## src/rtl/macro_pkg.sv

```systemverilog
// Shared ALU opcode definitions used by the stimulus driver and the checker.
// Operation table (W = operand width, result is {carry, alu}):
//   OP_ADD   : a + b + cin, carry = carry-out
//   OP_SUB   : a - b - cin, carry = borrow
//   OP_AND   : a & b,       carry = 0
//   OP_OR    : a | b,       carry = 0
//   OP_XOR   : a ^ b,       carry = 0
//   OP_NOT   : ~a,          carry = 0
//   OP_SHL   : a << 1,      carry = a[W-1]
//   OP_SHR   : a >> 1,      carry = a[0]
//   OP_PASSA : a,           carry = 0
//   OP_PASSB : b,           carry = 0
//   other    : result 0,    carry = 0
package macro_pkg;

  typedef enum logic [3:0] {
    OP_ADD   = 4'h0,
    OP_SUB   = 4'h1,
    OP_AND   = 4'h2,
    OP_OR    = 4'h3,
    OP_XOR   = 4'h4,
    OP_NOT   = 4'h5,
    OP_SHL   = 4'h6,
    OP_SHR   = 4'h7,
    OP_PASSA = 4'h8,
    OP_PASSB = 4'h9
  } opcode_e;

endpackage

```

## src/rtl/alu_chk_pkg.sv

```systemverilog
// Types and golden model for the ALU response checker.
//   exp_t       : expected response {alu, carry, zero}
//   chk_state_e : checker run state
//   alu_golden  : combinational reference model of one ALU request
package alu_chk_pkg;
  import macro_pkg::*;

  localparam int ALU_W = 4;

  typedef struct packed {
    logic [ALU_W-1:0] alu;
    logic             carry;
    logic             zero;
  } exp_t;

  typedef enum logic [1:0] {
    IDLE  = 2'd0,
    RUN   = 2'd1,
    DRAIN = 2'd2,
    DONE  = 2'd3
  } chk_state_e;

  // All arithmetic is done one bit wider than the operands so the top bit
  // is the carry-out (ADD) or the borrow (SUB, negative result in two's complement).
  function automatic exp_t alu_golden(input logic [3:0]       ctl,
                                      input logic [ALU_W-1:0] a,
                                      input logic [ALU_W-1:0] b,
                                      input logic             cin);
    logic [ALU_W:0] r;
    exp_t           e;
    r = '0;
    case (ctl)
      OP_ADD:   r = {1'b0, a} + {1'b0, b} + {{ALU_W{1'b0}}, cin};
      OP_SUB:   r = {1'b0, a} - {1'b0, b} - {{ALU_W{1'b0}}, cin};
      OP_AND:   r = {1'b0, a & b};
      OP_OR:    r = {1'b0, a | b};
      OP_XOR:   r = {1'b0, a ^ b};
      OP_NOT:   r = {1'b0, ~a};
      OP_SHL:   r = {a, 1'b0};
      OP_SHR:   r = {a[0], 1'b0, a[ALU_W-1:1]};
      OP_PASSA: r = {1'b0, a};
      OP_PASSB: r = {1'b0, b};
      default:  r = '0;
    endcase
    e.alu   = r[ALU_W-1:0];
    e.carry = r[ALU_W];
    e.zero  = (r[ALU_W-1:0] == '0);
    return e;
  endfunction

endpackage

```

## src/rtl/alu_exp_fifo.sv

```systemverilog
// Expected-response FIFO: DEPTH x exp_t, synchronous, first-word fall-through
// read (rdata_o is always the head entry).
//   clk, reset  : clock, synchronous active-high reset
//   flush_i     : empty the FIFO on the next edge
//   push_i      : write wdata_i; honoured when not full, or when full with a pop
//   pop_i       : discard the head; ignored when empty
//   rdata_o     : head entry (valid when !empty_o)
//   full_o      : DEPTH entries held
//   empty_o     : no entries held
module alu_exp_fifo
  import alu_chk_pkg::*;
#(
  parameter int DEPTH = 8
) (
  input  logic clk,
  input  logic reset,
  input  logic flush_i,
  input  logic push_i,
  input  logic pop_i,
  input  exp_t wdata_i,
  output exp_t rdata_o,
  output logic full_o,
  output logic empty_o
);

  localparam int AW = (DEPTH > 1) ? $clog2(DEPTH) : 1;

  exp_t          mem_q [DEPTH];
  logic [AW-1:0] wr_ptr_q;
  logic [AW-1:0] rd_ptr_q;
  logic [AW:0]   cnt_q;
  logic          push_ok;
  logic          pop_ok;

  assign full_o  = (cnt_q == (AW+1)'(DEPTH));
  assign empty_o = (cnt_q == '0);
  assign rdata_o = mem_q[rd_ptr_q];

  // A pop frees the slot in the same edge, so a full FIFO still accepts a push.
  assign pop_ok  = pop_i && !empty_o;
  assign push_ok = push_i && (!full_o || pop_i);

  always_ff @(posedge clk) begin
    if (reset || flush_i) begin
      wr_ptr_q <= '0;
      rd_ptr_q <= '0;
      cnt_q    <= '0;
    end else begin
      if (push_ok) wr_ptr_q <= wr_ptr_q + 1'b1;
      if (pop_ok)  rd_ptr_q <= rd_ptr_q + 1'b1;
      case ({push_ok, pop_ok})
        2'b10:   cnt_q <= cnt_q + 1'b1;
        2'b01:   cnt_q <= cnt_q - 1'b1;
        default: cnt_q <= cnt_q;
      endcase
    end
  end

  always_ff @(posedge clk) begin
    if (push_ok) mem_q[wr_ptr_q] <= wdata_i;
  end

endmodule

```

## config.mk

```make
export PLATFORM = sky130hd
export DESIGN_NAME = alu_exp_fifo
export DESIGN_NICKNAME = d
export VERILOG_FILES = /design/src/rtl/macro_pkg.sv /design/src/rtl/alu_chk_pkg.sv /design/src/rtl/alu_exp_fifo.sv
export SDC_FILE = /design/constraint.sdc
export NUM_CORES = 1
export LEC_CHECK = 0
export BUFFER_PORTS_ARGS = -buffer_cell sky130_fd_sc_hd__buf_2
export CAP_MARGIN = 20
export CORE_UTILIZATION = 40
export DETAILED_ROUTE_END_ITERATION = 16
export SYNTH_ARGS = -nofsm -noshare
export SYNTH_HDL_FRONTEND = slang
export SYNTH_SLANG_ARGS = --single-unit
```

## constraint.sdc

```tcl
create_clock -name clk -period 2.7 [get_ports clk]
set_clock_uncertainty 0.1 [all_clocks]
set_input_delay 0.135 -clock clk [delete_from_list [all_inputs] [get_ports clk]]
set_output_delay 0.135 -clock clk [all_outputs]
set_load 0.01 [all_outputs]
```

### Word level (Yosys, flattened, before mapping)

Memory sizes are Yosys's and may differ from the RTL's. A register that Yosys moved wholly into a read port is not among the register bits.
Index checks and enable logic that the tools add are counted.

| word-level totals | value |
|---|---|
| bits in registers | 10 |
| memory bits (writable) | 48 |
| output and inout port bits | 8 |
| logic and storage cells | 24 |
| memories | 1 |

| cells by class | value |
|---|---|
| add/subtract/negate cells | 4 |
| equality and inequality tests | 3 |
| multiplexer cells | 5 |
| reductions and logical operators | 8 |

Memory list:

| memory | depth | width | read ports | clocked after memory_dff | write ports | RTL line | RTL |
|---|---|---|---|---|---|---|---|
| mem_q | 8 | 6 | 1 | 1 | 1 | alu_exp_fifo.sv:28 | `exp_t mem_q [DEPTH];` |

Operators by type and width:

| operator | number |
|---|---|
| 4-bit one-hot mux with 2 select lines | 1 |
| 3-bit by 1-bit adder with 3-bit output (second input constant) | 2 |
| 3-bit two-way mux | 2 |
| 4-bit by 1-bit adder with 4-bit output (second input constant) | 1 |
| 4-bit == test (second input constant) | 1 |
| 4-bit zero test | 1 |
| 4-bit by 1-bit subtractor with 4-bit output (second input constant) | 1 |
| 2-bit by 1-bit == test with 1-bit output (second input constant) | 1 |
| 2-bit == test (second input constant) | 1 |
| 1-bit logical AND | 2 |
| 1-bit zero test | 2 |
| 1-bit logical OR | 2 |
| 1-bit two-way mux | 2 |
| 2-bit nonzero test | 1 |

### Depth between registers and ports, before layout

Gate-level depths: netlist of run 1.

| logic depth | value |
|---|---|
| word-level depth | 6 |
| gate-level depth with buffers | 10 |
| gate-level depth less buffers | 9 |

### Worst setup path before layout of run 1

No wires, ideal clock.

| path | value |
|---|---|
| path kind | register to register |
| from | register cnt_q[1] |
| to | register cnt_q[2] |
| arrival time | 2.385 ns |
| data required time | 2.530 ns |
| setup slack | 0.145 ns |
| stages on the path, launching flop included | 11 |
| buffers on the path | 1 |
| path through | dfxtp_1 > buf_6 > or4b_4 > o21ai_4 > ha_1 > xor2_1 > ha_1 > a21oi_1 > xor2_1 > or3_1 > a21oi_1 |

| on the way | value |
|---|---|
| longest elaborated chain between the ends | 6 |
| elaborated cells on any way between the ends | 13 |
| those cells by class | add/sub: 2; eq/ne: 3; mux: 1; reduce/logical: 7 |

RTL lines:

| item | RTL line | RTL |
|---|---|---|
| start, declared | alu_exp_fifo.sv:31 | `logic [AW:0] cnt_q;` |
| start signal, assigned | alu_exp_fifo.sv:52 | `2'b10: cnt_q <= cnt_q + 1'b1;` |
| start signal, assigned | alu_exp_fifo.sv:53 | `2'b01: cnt_q <= cnt_q - 1'b1;` |
| start signal, assigned | alu_exp_fifo.sv:54 | `default: cnt_q <= cnt_q;` |
| 4-bit == test | alu_exp_fifo.sv:35 | `assign full_o = (cnt_q == (AW+1)'(DEPTH));` |
| 1-bit zero test | alu_exp_fifo.sv:41 | `assign push_ok = push_i && (!full_o \|\| pop_i);` |
| 1-bit logical OR | alu_exp_fifo.sv:41 |  |
| 1-bit logical AND | alu_exp_fifo.sv:41 |  |
| 2-bit by 1-bit == test with 1-bit output / 2-bit == test (equally long branches) | alu_exp_fifo.sv:51 | `case ({push_ok, pop_ok})` |
| 4-bit one-hot mux with 2 select lines / 2-bit nonzero test (equally long branches) | n/a |  |

Several ways; a longest one is shown, not always the timed one.
A chain may end at the register's enable or synchronous reset.

### Worst setup path after layout of run 1

| path | value |
|---|---|
| from | register cnt_q[2] |
| to | register cnt_q[2] |

The elaborated chain is that of the path after synthesis.

==> results of run 1 <==
## cells by family after synthesis
| group | share of synthesized area, % |
|---|---|
| buffers and inverters | 1.41 |
| AOI/OAI and AO/OA | 3.27 |
| xor gates and xnor gates | 2.47 |
| adders and majority gates | 2.52 |
| muxes | 14.8 |
| and+or+nand+nor | 7.00 |
| DFF | 68.5 |
## report_power, final
| part | internal [W] | switching (W) |
|---|---|---|
| registers | 0.00103 | 0.00000763 |
| logic | 0.0000573 | 0.0000581 |
| clock network | 0.000420 | 0.000350 |
| total | 0.00150 | 0.000416 |
## cell usage after synthesis, types with 2 or more instances
library cell   n
edfxtp_1      48
mux4_2        12
xor2_1         6
o211ai_1       2
nand2_1        4
dfxtp_1       13
nor2_1        12
mux2_2         6
mux2i_1        3
ha_1           5
nand2b_1       2
nor3_1         4
o21ai_0        2
nor4_1         2
or3_1          2
clkbuf_1       3
a21oi_1        4
nor2b_1        2
## final cells by class
type	instances	share of cell area, %
Sequential cell	61	57.3
Multi-Input combinational cell	77	25.1
Timing Repair Buffer	35	7.92
Clock buffer	9	4.17
Tap cell	75	3.16
Clock inverter	7	2.23
Inverter	1	0.126
## path summary, 6_finish.rpt
check        startpoint  slack, ns  depth (start not counted)           to
min             flush_i       0.03                          4  wr_ptr_q[1]
max reg2reg    cnt_q[2]       0.20                          9     cnt_q[2]
min reg2reg    cnt_q[3]       0.40                          2     cnt_q[3]
max            cnt_q[2]       0.20                          9     cnt_q[2]
## layer usage
| layer | vias up | wire length (microns) | track usage, % |
|---|---|---|---|
| li1 | 651 | - | - |
| met1 | 667 | 1960 | 17.1 |
| met2 | 35 | 2220 | 25.8 |
| met3 | 6 | 188 | 7.53 |
| met4 | 0 | 69 | 8.57 |
| met5 | - | 0 | 0 |
## registers in the layout (all words and copies together), names as in the netlist, named ones only
name      flops
cnt_q         4
mem_q        48
wr_ptr_q      3
rd_ptr_q      3
## worst register-to-register path, delay by kind of cell (launching register included)
kind | cells | cell delay [ns]
compound gates | 3 | 0.38
xor+xnor | 2 | 0.31
fa+ha+maj | 2 | 0.37
flops | 1 | 0.38
simple gates | 2 | 0.90
## stage by stage
| stage | std cells | hold slack [ns] | worst slack (ns) |
|---|---|---|---|
| 2_1_floorplan | 145 | 0.134 | 0.145 |
| 3_3_place_gp | 239 | 0.293 | 0.207 |
| 3_5_place_dp | 239 | 0.316 | 0.133 |
| 4_1_cts | 263 | 0.000813 | 0.113 |
| 5_1_grt | 265 | 0.0224 | 0.0937 |
| 6_report | 265 | 0.0260 | 0.204 |
## repair_timing
action                                  4_1_cts  5_1_grt
buffers inserted                              0        1
hold buffers                                  8        0
endpoints found under the setup margin        0        1
endpoints found under the hold margin        50        0
==> run metrics, run 1 <==
status=finished, final reports clean; fraction of registers with async set/reset=0%; Cells after Synth=145; CTS Buffer Depth=2; Max Fclk=0.401 GHz; fin crit period=2.50 ns; Worst Path Required=2.87 ns; post-synth net total=161; Clock Tree Root=clkbuf_8; I/O pin cnt=19; PortBufs=18; leading cell types by total area after synthesis=edfxtp_1 58%, mux4_2 11%, dfxtp_1 10%, mux2_2 2.7%, ha_1 2.5%; initial antenna violation count=0; die width=80.8 microns; CTS sink cnt=61; DP Wirelength=2870 microns; DRC errors left=0; most frequent cells in the layout=48 x edfxtp_1, 19 x buf_2, 13 x dfxtp_1; worst-skew pair later-pin latency=0.33 ns; commonest non-fill, non-tap cell in the layout=edfxtp_1; Ys Warns=0; TritonCTS Buffers=9; VDD IR max=0.373 mV; antenna-violating nets left=0; worst-path cell with the longest stage delay=or4b_4; placed instance area=2690 sq um; Top delay family on crit path=simple AND/OR/NAND/NOR gates; worst path cell trace=or4b_4, o21ai_4, ha_1, xor2_1, ha_1, a21oi_1, xor2_1, or3_1, a21oi_1; Synth top area share=58.0%; NumNets Final=201; Min-Delay Path Class=in -> reg; post-layout instance area=2970 sq um; Area Growth Syn to Fin=19.6%; antenna cells=0; Initial DRC Count=49; final global-route overflow total=0; Core Util, Final=49.9%; Leak=1.03 nW; initial core utilization=41.7%; Rows=28; via count=1359; Synth area leader=edfxtp_1; Rel. slew slack=31.6%; Mapped Area=2480 sq um; vias in the first global route=1375; Syn Area/Cell=17.1 sq um; WL/cell=16.7 microns; Worst EP arrival=2.66 ns; H-tree level count=3; clock-pin slew on the worst setup and hold paths=0.07 ns; TritonRoute pass-1 iters=4; CTS tree=built; Pwr Total=0.00192 W; die area=6530 sq um; WS Path Type=reg -> reg; GRT Overall Usage=15.9%; PD cells=646 nW/um^2; vias per cell=5.13; Core Area=5960 sq um; Synth cell types=31; max-cap viol count=0; element type at the critical path end=register; Crit Path Max Fanout=8; Slowest Stage Delay on Critical Path=0.58 ns; share of layout cells above drive strength 1=33.7%; # resized after CTS=0; CP Launch Type=register; largest net degree at the start of global routing=13; Filler cells=530; Final Setup Violations=0; Pins Over Slew Limit=0; Post-synth EDFFs=48; RSZ-0062 raised after global routing=false; Setup TNS Final=0 ns; Worst Path Buf+Inv=0; Total Wirelength=4430 microns; FF+latch area=1700 sq um; die height=80.8 microns; Hold Vio Cnt, Final=0; Seq cells post-synth=61; Most used DFF post-synth=edfxtp_1; Multi-input gate area=747 sq um; global placer's final weighted congestion=0.808; period utilization=92.4%; first-pass GRT wire length=6870 microns; Seq/Total Area, Yosys=68.5%; Worst Max-Slew Pin Slew=1.02 ns
No activity file was read; power rests on OpenSTA's default activity.
==> run 2, diff against run 1 <==
--- a/config.mk
+++ b/config.mk
@@ -8,6 +8,7 @@
 export BUFFER_PORTS_ARGS = -buffer_cell sky130_fd_sc_hd__buf_2
 export CAP_MARGIN = 20
-export CORE_UTILIZATION = 40
+export CORE_UTILIZATION = 50
 export DETAILED_ROUTE_END_ITERATION = 16
+export PLACE_DENSITY = 0.71
 export SYNTH_ARGS = -nofsm -noshare
 export SYNTH_HDL_FRONTEND = slang
==> constraint.sdc (replaced) <==
create_clock -name clk -period 2.7 [get_ports clk]
set_clock_uncertainty 0.1 [all_clocks]
set_input_delay 0.135 -clock clk [delete_from_list [all_inputs] [get_ports clk]]
set_output_delay 0.135 -clock clk [all_outputs]
set_load 0.005 [all_outputs]
==> run metrics, run 2 (synthesized netlist as in run 1, its figures left out) <==
status=finished, final reports clean (unchanged); initial antenna violation count=0 (unchanged); global placer's final weighted congestion=0.821 (was 0.808); CTS Buffer Depth=2 (unchanged); element type at the critical path end=register (unchanged); via count=1418 (was 1359); DRC errors left=0 (unchanged); most frequent cells in the layout=48 x edfxtp_1, 19 x buf_2, 13 x dfxtp_1 (unchanged); Crit Path Max Fanout=8 (unchanged); Core Area=4750 sq um (was 5960 sq um); WS Path Type=reg -> reg (unchanged); H-tree level count=3 (unchanged); Min-Delay Path Class=in -> reg (unchanged); die width=72.5 microns (was 80.8 microns); Pins Over Slew Limit=0 (unchanged); Worst EP arrival=2.68 ns (was 2.66 ns); PD cells=629 nW/um^2 (was 646 nW/um^2); DP Wirelength=3010 microns (was 2870 microns); Final Setup Violations=0 (unchanged); worst-skew pair later-pin latency=0.33 ns (about the same); period utilization=92.9% (was 92.4%); Most flops, register=mem_q (unchanged); die height=72.5 microns (was 80.8 microns); PortBufs=18 (unchanged); clock-pin slew on the worst setup and hold paths=0.07 ns (about the same); CTS sink cnt=61 (unchanged); largest net degree at the start of global routing=13 (unchanged); Core Util, Final=61.9% (was 49.9%); max-cap viol count=0 (unchanged); Hold Vio Cnt, Final=0 (unchanged); RSZ-0062 raised after global routing=false (unchanged); final global-route overflow total=0 (unchanged); first-pass GRT wire length=7000 microns (was 6870 microns); vias per cell=5.52 (was 5.13); share of layout cells above drive strength 1=32.1% (was 33.7%); CTS tree=built (unchanged); Rel. slew slack=48.3% (was 31.6%); die area=5250 sq um (was 6530 sq um); Clock Tree Root=clkbuf_8 (unchanged); I/O pin cnt=19 (unchanged); vias in the first global route=1387 (was 1375); Total Wirelength=4580 microns (was 4430 microns); initial core utilization=52.2% (was 41.7%); TritonRoute pass-1 iters=4 (unchanged); Leak=1.02 nW (was 1.03 nW); VDD IR max=0.365 mV (was 0.373 mV); Filler cells=362 (was 530); Worst Max-Slew Pin Slew=0.770 ns (was 1.02 ns); WL/cell=17.8 microns (was 16.7 microns); commonest non-fill, non-tap cell in the layout=edfxtp_1 (unchanged); GRT Overall Usage=19.7% (was 15.9%); Max Fclk=0.399 GHz (was 0.401 GHz); NumNets Final=201 (unchanged); antenna-violating nets left=0 (unchanged); Area Growth Syn to Fin=18.4% (was 19.6%); TritonCTS Buffers=9 (unchanged); Initial DRC Count=103 (was 49); Rows=25 (was 28); fin crit period=2.51 ns (was 2.50 ns); Worst Path Required=2.87 ns (about the same); CP Launch Type=register (unchanged); antenna cells=0 (unchanged); Setup TNS Final=0 ns (unchanged); max reg flops=48 (unchanged); Top Registers=mem_q x48, cnt_q x4 (unchanged)
run 2: area by class of cell:
type / count / area (sq um) / share of cell area, %
flip-flops and latches: 61 / 1700 / 57.8
repair buffers: 35 / 233 / 7.91
well taps: 67 / 83.8 / 2.85
clock inverters: 2 / 10.0 / 0.340
inverters: 1 / 3.75 / 0.128
clock buffers: 14 / 163 / 5.53
multi-input cells: 77 / 747 / 25.4
run 2: layer usage:
| layer | share of wire (%) | vias up | global-route usage (%) | wire, microns |
|---|---|---|---|---|
| met5 | 0 | - | 0 | 0 |
| met4 | 2.6 | 0 | 9.37 | 121 |
| met3 | 4.8 | 13 | 6.67 | 218 |
| met2 | 52 | 64 | 34.2 | 2380 |
| met1 | 41 | 693 | 21.8 | 1860 |
| li1 | - | 648 | - | - |
run 2: final timing paths:
path | endpoint | slack, ns | from | cells after the start
setup reg to reg | cnt_q[2] | 0.19 | cnt_q[2] | 9
hold reg to reg | cnt_q[3] | 0.42 | cnt_q[3] | 2
setup / recovery | cnt_q[2] | 0.19 | cnt_q[2] | 9
hold / removal | wr_ptr_q[1] | 0.07 | flush_i | 4
run 2: stage by stage:
stage	std cells	hold slack, ns	instance area, sq um	worst slack (ns)	power (W)
2_1_floorplan	145	0.134	2480	0.145	0.00111
3_3_place_gp	230	0.294	2670	0.210	0.00115
3_5_place_dp	231	0.303	2680	0.145	0.00116
4_1_cts	255	0.0544	2930	0.117	0.00185
5_1_grt	257	0.0838	2940	0.0430	0.00191
6_report	257	0.0680	2940	0.191	0.00185
run 2: report_power, final:
group	leakage, nW	total [W]	switching (W)	internal, W
combinational	0.392	0.000114	0.0000560	0.0000575
sequential	0.541	0.00103	0.00000849	0.00103
clock	0.0905	0.000702	0.000321	0.000381
run 2: critical path: stages (launching register included):
cell and delay, ns:
dfxtp_1 0.38, or4b_4 0.58, o21ai_4 0.19, ha_1 0.20, xor2_1 0.16, ha_1 0.16, a21oi_1 0.05, xor2_1 0.16
or3_1 0.32, a21oi_1 0.14
run 2: what timing repair did:
action	in CTS	in global routing
resized for setup	0	0
setup buffers	0	1
endpoints found under the setup margin	0	2
endpoints found under the hold margin	49	0
hold buffers	8	0
